==> config.mk <==
export PLATFORM = sky130hd
export DESIGN_NAME = mm2s_cmd_sequencer
export DESIGN_NICKNAME = d
export VERILOG_FILES = /design/src/rtl/mm2s_cmd_sequencer_pkg.sv /design/src/rtl/mm2s_cmd_sequencer.sv
export SDC_FILE = /design/constraint.sdc
export NUM_CORES = 1
export LEC_CHECK = 0
export ABC_AREA = 1
export BUFFER_PORTS_ARGS = -buffer_cell sky130_fd_sc_hd__buf_2
export CAP_MARGIN = 10
export CORE_MARGIN = 2
export CORE_UTILIZATION = 56
export CTS_CLUSTER_DIAMETER = 60
export DETAILED_ROUTE_END_ITERATION = 10
export GPL_ROUTABILITY_DRIVEN = 0
export PLACE_DENSITY_LB_ADDON = 0.12
export SLEW_MARGIN = 30
export SYNTH_ARGS = -nofsm -noshare
export SYNTH_HDL_FRONTEND = slang
export SYNTH_SLANG_ARGS = --single-unit
export TNS_END_PERCENT = 5
==> constraint.sdc <==
create_clock -name axis_st_clk -period 4.5 [get_ports axis_st_clk]
set_input_delay 0.675 -clock axis_st_clk [delete_from_list [all_inputs] [get_ports axis_st_clk]]
set_output_delay 0.675 -clock axis_st_clk [all_outputs]
set_load 0.05 [all_outputs]
==> src/rtl/mm2s_cmd_sequencer_pkg.sv <==
// -----------------------------------------------------------------------------
// mm2s_cmd_sequencer_pkg
// Shared definitions for the MM2S datamover command sequencer:
//   - FSM state encoding (state_t)
//   - bit positions of the fields inside the 72-bit datamover command
//   - default maximum bytes-to-transfer per command
// -----------------------------------------------------------------------------
package mm2s_cmd_sequencer_pkg;

    typedef enum logic [2:0] {
        ST_IDLE  = 3'd0,
        ST_LOAD  = 3'd1,
        ST_ISSUE = 3'd2,
        ST_NEXT  = 3'd3,
        ST_DONE  = 3'd4
    } state_t;

    // Datamover MM2S command layout
    localparam int CMD_W     = 72;
    localparam int BTT_LSB   = 0;
    localparam int BTT_MSB   = 22;
    localparam int BTT_W     = BTT_MSB - BTT_LSB + 1;
    localparam int TYPE_BIT  = 23;   // 1 = INCR burst
    localparam int EOF_BIT   = 30;
    localparam int SADDR_LSB = 32;
    localparam int TAG_LSB   = 64;

    localparam int PACKET_SIZE_DEF = 4096;

endpackage

==> src/rtl/mm2s_cmd_sequencer.sv <==
// -----------------------------------------------------------------------------
// mm2s_cmd_sequencer
// Splits a (base_addr, cap_size) region into datamover MM2S commands of at
// most PACKET_SIZE bytes each and issues them over a valid/ready stream.
//
// Optional feature macro: MM2S_CMD_LOOP_EN
//   defined     : at end of a pass the region is reloaded and issued again,
//                 forever, until read_reset.
//   not defined : a single pass, then DONE waits for read_start to drop.
//
// Ports
//   axis_st_clk    in   clock
//   axis_st_rstb   in   asynchronous active-low reset
//   read_start     in   level; a rising edge in IDLE arms a run
//   read_reset     in   synchronous abort/clear, highest priority
//   base_addr      in   [31:0] byte start address, sampled in LOAD
//   cap_size       in   [31:0] bytes per pass, sampled in LOAD
//   m_axis_tdata   out  [71:0] datamover command
//   m_axis_tvalid  out  command valid (high exactly in ISSUE)
//   m_axis_tready  in   command ready
//   busy           out  high whenever the FSM is not IDLE
//   cmd_count      out  [31:0] accepted commands
//   pass_count     out  [7:0] completed passes (wraps)
//   fsm_state      out  current FSM state, for debug/observation
//
// Handshake: a command transfers on a rising clock edge where tvalid and
// tready are both high; while tvalid is high and tready low the command word
// is held unchanged, and tvalid never drops without a transfer except on
// read_reset or axis_st_rstb.
// -----------------------------------------------------------------------------
module mm2s_cmd_sequencer
    import mm2s_cmd_sequencer_pkg::*;
#(
    parameter int PACKET_SIZE = PACKET_SIZE_DEF,
    parameter int TAG_W       = 4
) (
    input  logic              axis_st_clk,
    input  logic              axis_st_rstb,
    input  logic              read_start,
    input  logic              read_reset,
    input  logic [31:0]       base_addr,
    input  logic [31:0]       cap_size,
    output logic [CMD_W-1:0]  m_axis_tdata,
    output logic              m_axis_tvalid,
    input  logic              m_axis_tready,
    output logic              busy,
    output logic [31:0]       cmd_count,
    output logic [7:0]        pass_count,
    output state_t            fsm_state
);

    state_t            state;
    state_t            state_next;

    logic              start_q;     // read_start history
    logic              hist_ok;     // history valid; blocks a false edge right after reset
    logic              start_edge;

    logic [31:0]       addr;
    logic [31:0]       rem;
    logic [TAG_W-1:0]  tag;
`ifdef MM2S_CMD_LOOP_EN
    // Kept only for the end-of-pass reload in loop mode.
    logic [31:0]       base_q;
    logic [31:0]       size_q;
`endif

    logic [BTT_W-1:0]  btt;
    logic              is_eof;
    logic [CMD_W-1:0]  cmd;

    // A level that is already high when reset releases must not look like an
    // edge: hist_ok stays low for the first clock after reset.
    assign start_edge = read_start & ~start_q & hist_ok;

    assign btt    = (rem > 32'(PACKET_SIZE)) ? BTT_W'(PACKET_SIZE) : rem[BTT_W-1:0];
    assign is_eof = (rem <= 32'(PACKET_SIZE));

    // ------------------------------------------------------------------
    // FSM state register
    // ------------------------------------------------------------------
    always_ff @(posedge axis_st_clk or negedge axis_st_rstb) begin
        if (!axis_st_rstb) begin
            state <= ST_IDLE;
        end else begin
            state <= state_next;
        end
    end

    // ------------------------------------------------------------------
    // FSM next-state logic
    // ------------------------------------------------------------------
    always_comb begin
        state_next = state;
        if (read_reset) begin
            state_next = ST_IDLE;
        end else begin
            case (state)
                ST_IDLE:  if (start_edge) state_next = ST_LOAD;
                ST_LOAD:  state_next = (cap_size == 32'd0) ? ST_IDLE : ST_ISSUE;
                ST_ISSUE: if (m_axis_tready) state_next = ST_NEXT;
                ST_NEXT: begin
                    if (rem != 32'd0) begin
                        state_next = ST_ISSUE;
                    end else begin
`ifdef MM2S_CMD_LOOP_EN
                        state_next = ST_ISSUE;
`else
                        state_next = ST_DONE;
`endif
                    end
                end
                ST_DONE:  if (!read_start) state_next = ST_IDLE;
                default:  state_next = ST_IDLE;
            endcase
        end
    end

    // ------------------------------------------------------------------
    // Datapath registers
    // ------------------------------------------------------------------
    always_ff @(posedge axis_st_clk or negedge axis_st_rstb) begin
        if (!axis_st_rstb) begin
            start_q    <= 1'b0;
            hist_ok    <= 1'b0;
            addr       <= '0;
            rem        <= '0;
            tag        <= '0;
            cmd_count  <= '0;
            pass_count <= '0;
`ifdef MM2S_CMD_LOOP_EN
            base_q     <= '0;
            size_q     <= '0;
`endif
        end else begin
            start_q <= read_start;
            hist_ok <= 1'b1;
            if (read_reset) begin
                tag        <= '0;
                cmd_count  <= '0;
                pass_count <= '0;
            end else begin
                case (state)
                    ST_LOAD: begin
                        addr   <= base_addr;
                        rem    <= cap_size;
`ifdef MM2S_CMD_LOOP_EN
                        base_q <= base_addr;
                        size_q <= cap_size;
`endif
                    end
                    ST_ISSUE: begin
                        if (m_axis_tready) begin
                            cmd_count <= cmd_count + 32'd1;
                            tag       <= tag + TAG_W'(1);
                            addr      <= addr + 32'(btt);
                            rem       <= rem - 32'(btt);
                        end
                    end
                    ST_NEXT: begin
                        if (rem == 32'd0) begin
                            pass_count <= pass_count + 8'd1;
`ifdef MM2S_CMD_LOOP_EN
                            addr       <= base_q;
                            rem        <= size_q;
`endif
                        end
                    end
                    default: ;
                endcase
            end
        end
    end

    // ------------------------------------------------------------------
    // Command word; forced to zero outside ISSUE so the bus is quiet
    // in reset and idle. Its sources only change on a handshake, which
    // keeps it stable during backpressure.
    // ------------------------------------------------------------------
    always_comb begin
        cmd                          = '0;
        cmd[BTT_MSB:BTT_LSB]         = btt;
        cmd[TYPE_BIT]                = 1'b1;
        cmd[EOF_BIT]                 = is_eof;
        cmd[SADDR_LSB +: 32]         = addr;
        cmd[TAG_LSB +: TAG_W]        = tag;
    end

    assign m_axis_tvalid = (state == ST_ISSUE);
    assign m_axis_tdata  = m_axis_tvalid ? cmd : '0;
    assign busy          = (state != ST_IDLE);
    assign fsm_state     = state;

endmodule

==> results by group, run 1 <==
Run status
  – Status: finished, final reports clean

Power and ir drop
  – VDD IR-drop max: 0.3215 mV
  – Flop pwr share: 0.299
  – Cell internal pwr: 3019 uW
  – Leakage: 0.005101 uW
  – Sw Ratio: 0.4200
  – P_sw: 2187 uW
  – Gate power share: 0.403
  – Power Density: 513.7 nW/um^2
  – Clock power share: 0.298

Finish
  – Util after Layout: 0.6716
  – # fillers: 1373
  – Multi-input gate area in the final layout: 4885 um^2
  – Final Instance Count excl. Fillers: 1612
  – Ant diodes: 0
  – Sequential cell area: 2828 um^2
  – Share of cells above drive strength 1: 0.1910
  – Area grow syn2layout: 17.87%
  – Final nets: 1509

CTS
  – Postcts setup bufs: 0
  – Clk sinks: 113
  – Worst-path clk slew: 0.06 ns
  – Post-CTS Hold Fix Bufs: 0
  – Post-CTS Resized: 0
  – Number of H-tree levels: 4
  – TritonCTS clock tree: done
  – Root Buffer Master: clkbuf_16
  – Clock tree buffer depth: 2
  – Clock Latency Late Sink: 0.42 ns
  – Total CTS buffers: 17

Placed design
  – Input/output buffers: 164
  – Final HPWL DP: 17600 um
  – DP Cell Count: 1581
  – Place WS: 0.8281 ns

Setup path
  – Crit path max fanout: 36
  – Crit path max-delay cell type: o21ai_0
  – Crit. End Element: register
  – Worst Path Required: 4.81 ns
  – Arr. time, crit path: 4.02 ns
  – Crit path cell chain: inv_2 -> nand2_1 -> nor2_2 -> nand2_2 -> nor2_4 -> nand2_4 -> nor2_1 -> ha_1 -> inv_1 -> fa_1 -> nand3b_1 -> nand2_1 -> a21oi_1 -> o21ai_0 -> nand3_1 -> nand3_1 -> nand2_1 -> nand2_1 -> nand2_1 -> o22ai_1 -> inv_1
  – Critical path type: reg2reg
  – CP most frequent cell: nand2_1
  – Critical Path Start Type: register
  – Largest stage delay, worst path: 0.44 ns

STA
  – Worst rel slew slack: 0.4428
  – Fin Clk Skew: 0.01043 ns
  – Tmin final: 3.710 ns
  – Setup violators final: 0
  – RSZ-0062 raised after global routing: no
  – Worst-Margin Slew: 0.8346 ns
  – Setup_tns: 0 ns
  – Max Clk Rate: 269.5 MHz
  – Worst hold slack: 0.2236 ns
  – Final period util: 0.8244
  – Hold Vio Cnt, Final: 0
  – Final WS setup: 0.7900 ns
  – Final slew viol count: 0

Yosys
  – Post-Syn Instances: 1254
  – Synth top area share: 0.3289
  – Synth Area per Inst: 6.856 um^2
  – EDFF count, synth: 0
  – Fraction of the yosys area taken by sequential cells: 0.3289
  – Yosys cell types: 61
  – Largest area contributor in the netlist: dfrtp_1
  – Synth Warn #: 0
  – Top cells by area, synth: dfrtp_1, nand2_1, nor2_1
  – Synth Flop Type: dfrtp_1
  – Post-synth ARST share: 1.000
  – Post-Syn Area: 8597 um^2
  – Yosys reg bits: 113

Route
  – Via count: 8946
  – DRC Markers: 0
  – Vias per cell: 5.550
  – Post-route ant nets: 0
  – Post-Route WL: 23810 um
  – DR pass1 iterations: 5
  – Iter 0 DRT Violations: 795
  – Routed wire per std cell: 14.77 um

Global routing
  – Largest net degree at the start of global routing: 59
  – Gr usage total: 0.2960
  – First-pass GRT wire length: 38810 um
  – Gr ovfl total: 0
  – Vias in the first global route: 8096
  – Initial antenna violation count: 0

Die
  – Die X: 127.9 um
  – Ports: 186
  – Std cell rows: 45
  – Core Footprint: 15090 um^2
  – Die Y: 127.9 um
  – Die ar.: 16360 um^2
  – Starting density of the core: 0.5697

Run
  – Maxcap violations: 0

Min path
  – HP Class: in2async
==> final cells by class <==
class / count / area share
Clock buffer: 18 / 0.04334
Timing Repair Buffer: 170 / 0.08569
Inverter: 171 / 0.06371
Clock inverter: 13 / 0.02297
Sequential cell: 113 / 0.2790
Multi-Input combinational cell: 939 / 0.4820
Tap cell: 188 / 0.02321
==> flip-flops by register name, indices dropped and copies added, names as in the netlist <==
signal and flops:
addr 32, fsm_state 3, pass_count 8, start_q 1, rem 32, cmd_count 32, tag 4, hist_ok 1
==> per-layer routing <==
metal	track usage	part of all wire	up-vias
li1	-	-	4410
met5	0	0	-
met3	0.04424	0.067	35
met4	0.07951	0.016	0
met1	0.4070	0.44	4140
met2	0.4907	0.48	361
==> final timing paths <==
check / depth (start not counted) / start / to / slack (ns)
max in group asynchronous: 2 / axis_st_rstb / cmd_count[7] / 3.35
setup / recovery: 21 / rem[23] / addr[28] / 0.79
min in group axis_st_clk: 1 / read_start / start_q / 0.41
hold / removal: 1 / axis_st_rstb / rem[2] / 0.22
setup reg to reg: 21 / rem[23] / addr[28] / 0.79
hold reg to reg: 1 / cmd_count[30] / cmd_count[30] / 0.50
==> synthesized netlist by cell type (2+ instances only) <==
| library cell | n |
|---|---|
| nand3_1 | 69 |
| inv_1 | 152 |
| nand2_2 | 9 |
| xnor2_1 | 5 |
| or2_2 | 2 |
| buf_2 | 16 |
| a221oi_1 | 2 |
| nor2_2 | 11 |
| o41ai_1 | 2 |
| buf_6 | 3 |
| nand3b_1 | 2 |
| conb_1 | 2 |
| a21boi_0 | 2 |
| buf_1 | 5 |
| a21oi_1 | 76 |
| inv_2 | 17 |
| nor2_1 | 189 |
| o21ai_1 | 11 |
| nand3_2 | 2 |
| dfrtp_1 | 113 |
| nor4_1 | 14 |
| nand2_1 | 229 |
| a21oi_2 | 2 |
| o21a_1 | 2 |
| o21ai_0 | 89 |
| o211ai_1 | 12 |
| ha_1 | 27 |
| buf_4 | 22 |
| nor2_4 | 7 |
| nand2_4 | 5 |
| o22ai_1 | 25 |
| and3_1 | 4 |
| a31oi_1 | 8 |
| nor3_1 | 34 |
| xor2_1 | 17 |
| nand4_1 | 18 |
| nor3_2 | 3 |
| clkbuf_1 | 16 |
| nor3b_1 | 3 |
| a21o_1 | 3 |
| o21bai_1 | 4 |
==> placed cells by master, fill, tap and decap left out, types with 3 or more instances in the layout <==
cell       instances
a21o_1             3
a21oi_1           76
a31oi_1            8
and3_1             4
buf_2            163
buf_4              7
bufinv_16          6
clkbuf_16         17
clkinv_2           3
conb_1            33
dfrtp_1          113
ha_1              27
inv_1            151
inv_2             18
nand2_1          228
nand2_2           10
nand2_4            5
nand3_1           69
nand4_1           18
nor2_1           189
nor2_2            11
nor2_4             7
nor3_1            34
nor3_2             3
nor3b_1            3
nor4_1            14
o211ai_1          12
o21ai_0           89
o21ai_1           11
o21bai_1           4
o22ai_1           25
xnor2_1            5
xor2_1            17
==> logic make-up after synthesis <==
family | share of synthesized area
buf+inv | 0.1167
compound gates | 0.1675
xor+xnor | 0.02241
flops | 0.3289
fa+ha+maj | 0.04162
mux | 0.001164
other cells | 0.0008736
simple gates | 0.3208
==> critical path: cells and delay by family, from the launching register on <==
kind                     cells  cell delay [ns]
AND/OR/NAND/NOR             13             1.74
AO/OA/AOI/OAI                3             0.68
adder cells (fa/ha/maj)      2             0.58
flip-flops                   1             0.41
buffers and inverters        3             0.19
==> power by group through the flow <==
stage	clock network, uW	logic [uW]	registers (uW)
3_5_place_dp	0	2020	1570
3_3_place_gp	0	2000	1550
6_report	1550	2100	1560
4_1_cts	1560	2040	1550
2_1_floorplan	0	1620	1520
5_1_grt	1600	2350	1600
==> per-stage QoR <==
| stage | instance area [um^2] | total power [uW] |
|---|---|---|
| 2_1_floorplan | 8713 | 3135 |
| 3_3_place_gp | 9462 | 3548 |
| 3_5_place_dp | 9462 | 3586 |
| 4_1_cts | 10130 | 5157 |
| 5_1_grt | 10130 | 5549 |
| 6_report | 10130 | 5206 |
Note: power is estimated with default switching activity, not from simulation.
==> run 2, diff against run 1 <==
--- a/config.mk
+++ b/config.mk
@@ -9,7 +9,7 @@
 export BUFFER_PORTS_ARGS = -buffer_cell sky130_fd_sc_hd__buf_2
 export CAP_MARGIN = 10
 export CORE_MARGIN = 2
-export CORE_UTILIZATION = 56
+export CORE_UTILIZATION = 51
 export CTS_CLUSTER_DIAMETER = 60
 export DETAILED_ROUTE_END_ITERATION = 10
 export GPL_ROUTABILITY_DRIVEN = 0
==> constraint.sdc (replaced) <==
create_clock -name axis_st_clk -period 3.19 [get_ports axis_st_clk]
set_input_delay 0.4785 -clock axis_st_clk [delete_from_list [all_inputs] [get_ports axis_st_clk]]
set_output_delay 0.4785 -clock axis_st_clk [all_outputs]
set_load 0.05 [all_outputs]
==> results by group, run 2 (synthesis gave the netlist of run 1 again) <==
CTS
  – Number of H-tree levels: 4 (unchanged)
  – Clk sinks: 113 (unchanged)
  – Total CTS buffers: 17 (unchanged)
  – Root Buffer Master: clkbuf_16
  – TritonCTS clock tree: done
  – Clock Latency Late Sink: 0.42 ns (about the same)
  – Clock tree buffer depth: 2 (unchanged)
  – Worst-path clk slew: 0.06 ns (about the same)

Route
  – Vias per cell: 5.383 (-3.0%)
  – Iter 0 DRT Violations: 602 (-24%)
  – Post-route ant nets: 0 (unchanged)
  – Routed wire per std cell: 15.02 um (+1.7%)
  – DRC Markers: 0 (unchanged)
  – Via count: 9001 (+0.61%)
  – Post-Route WL: 25110 um (+5.5%)
  – DR pass1 iterations: 5 (unchanged)

Setup path
  – Critical path buffers and inverters: 5 (+2)
  – Largest stage delay, worst path: 0.41 ns (-0.03 ns)
  – Crit path max-delay cell type: dfrtp_1
  – Crit path cell chain: inv_2 -> nand2_1 -> nor2_2 -> nand2_2 -> nor2_4 -> nand2_4 -> buf_4 -> buf_4 -> nor2_2 -> inv_1 -> nor2_1 -> clkbuf_4
  – Worst Path Required: 2.71 ns (-2.10 ns)
  – Arr. time, crit path: 2.62 ns (-1.40 ns)
  – Crit. End Element: primary output
  – Crit path max fanout: 24 (-33%)
  – Critical path type: reg2out
  – CP top delay family: buffers and inverters
  – Critical Path Start Type: register

Die
  – Starting density of the core: 0.5203 (-0.04948)
  – Die X: 133.8 um (+4.6%)
  – Die Y: 133.8 um (+4.6%)
  – Ports: 186 (unchanged)
  – Core Footprint: 16520 um^2 (+9.5%)
  – Std cell rows: 47 (+4.4%)
  – Die ar.: 17910 um^2 (+9.5%)

STA
  – Worst-Margin Slew: 0.5131 ns (-0.3215 ns)
  – Setup violators final: 0 (unchanged)
  – Final period util: 0.9727
  – RSZ-0062 raised after global routing: yes
  – Max Clk Rate: 322.3 MHz
  – Worst rel slew slack: 0.6579 (+0.2151)
  – Final slew viol count: 0 (unchanged)
  – Hold Vio Cnt, Final: 0 (unchanged)
  – Fin Clk Skew: 0.007835 ns (-0.002592 ns)
  – Tmin final: 3.103 ns

Global routing
  – Gr ovfl total: 0 (unchanged)
  – Gr usage total: 0.2809 (-0.01507)
  – Vias in the first global route: 8501 (+5.0%)
  – Initial antenna violation count: 1 (+1)
  – Largest net degree at the start of global routing: 54 (-8.5%)
  – First-pass GRT wire length: 40650 um (+4.8%)

Finish
  – Final Instance Count excl. Fillers: 1672 (+3.7%)
  – Most common cell after layout, fill and taps aside: nand2_1
  – # fillers: 1591 (+16%)
  – Util after Layout: 0.6310 (-0.04061)
  – Share of cells above drive strength 1: 0.2198 (+0.02884)
  – Most frequent cells in the layout: nand2_1, nor2_1, buf_2
  – Area grow syn2layout: 21.28%
  – Top flop regs: addr x32, cmd_count x32, rem x32
  – Final nets: 1535 (+1.7%)
  – Design Area, Final: 10430 um^2 (+2.9%)

Power and ir drop
  – Leakage: 0.005200 uW (+1.9%)
  – Cell internal pwr: 4164 uW (+38%)
  – P_sw: 3175 uW (+45%)
  – Power Density: 703.9 nW/um^2 (+37%)
  – Gate power share: 0.440 (+0.037)
  – Clock power share: 0.269 (-0.029)
  – VDD IR-drop max: 0.4270 mV (+33%)
  – Flop pwr share: 0.291 (-0.008)
  – Sw Ratio: 0.4327 (+0.01263)

Run status
  – Status: finished, final reports clean

Run
  – Maxcap violations: 0 (unchanged)

Placed design
  – Final HPWL DP: 18600 um (+5.7%)
  – DP Cell Count: 1634 (+3.4%)
  – Dpl cell area: 9687 um^2 (+2.4%)
  – Input/output buffers: 164 (unchanged)

Min path
  – HP Class: in2async
-- run 2: layer usage --
metal | track usage | vias to the layer above | wire length [um]
met5 | 0 | - | 0
met4 | 0.1147 | 0 | 809
met3 | 0.05215 | 65 | 1313
met2 | 0.4593 | 266 | 11870
met1 | 0.3683 | 4217 | 11120
li1 | - | 4453 | -
-- run 2: stage by stage --
step,power (uW),setup slack [ns],setup TNS (ns),hold WS [ns]
after floorplan,4423,-0.06586,-0.07832,0.1829
after global placement,5161,0.1513,0,0.4446
after detailed placement,5210,0.07859,0,0.4504
after CTS,7210,0.05181,0,0.02090
after global routing,7874,-0.09774,-0.6869,0.04581
final,7339,0.08712,0,0.01797
-- run 2: final cells by class --
| cell class | count | area [um^2] | share of cell area |
|---|---|---|---|
| multi-input combinational | 939 | 4955 | 0.4752 |
| sequential | 113 | 2828 | 0.2712 |
| timing repair buffer | 196 | 1116 | 0.1070 |
| inverter | 171 | 645.6 | 0.06192 |
| clock buffer | 20 | 446.7 | 0.04284 |
| tap | 220 | 275.3 | 0.02640 |
| clock inverter | 12 | 157.7 | 0.01512 |
| antenna | 1 | 2.502 | 0.0002400 |
-- run 2: what timing repair did --
item / CTS / global route
setup endpoints to repair: 0 / 34
setup buffers: 0 / 5
gates resized for setup: 0 / 38
hold buffers: 0 / 0
-- run 2: power by group through the flow --
stage | Clock (uW) | Sequential (uW) | Combinational [uW]
after CTS | 2000 | 2130 | 3080
after detailed placement | 0 | 2150 | 3060
after global routing | 2070 | 2180 | 3620
after global placement | 0 | 2130 | 3030
after floorplan | 0 | 2140 | 2280
final | 1980 | 2130 | 3230
-- run 2: path summary, 6_finish.rpt --
kind                                    start         endpoint  slack [ns]  depth (start not counted)
worst min register to register  cmd_count[31]    cmd_count[31]        0.46                          1
worst max register to register        rem[21]         addr[20]        0.15                         22
max in group asynchronous        axis_st_rstb     fsm_state[2]        2.36                          2
worst min-delay path             axis_st_rstb          rem[11]        0.02                          1
worst max-delay path                  rem[21]  m_axis_tdata[0]        0.09                         12
min in group axis_st_clk           read_start          start_q        0.22                          1
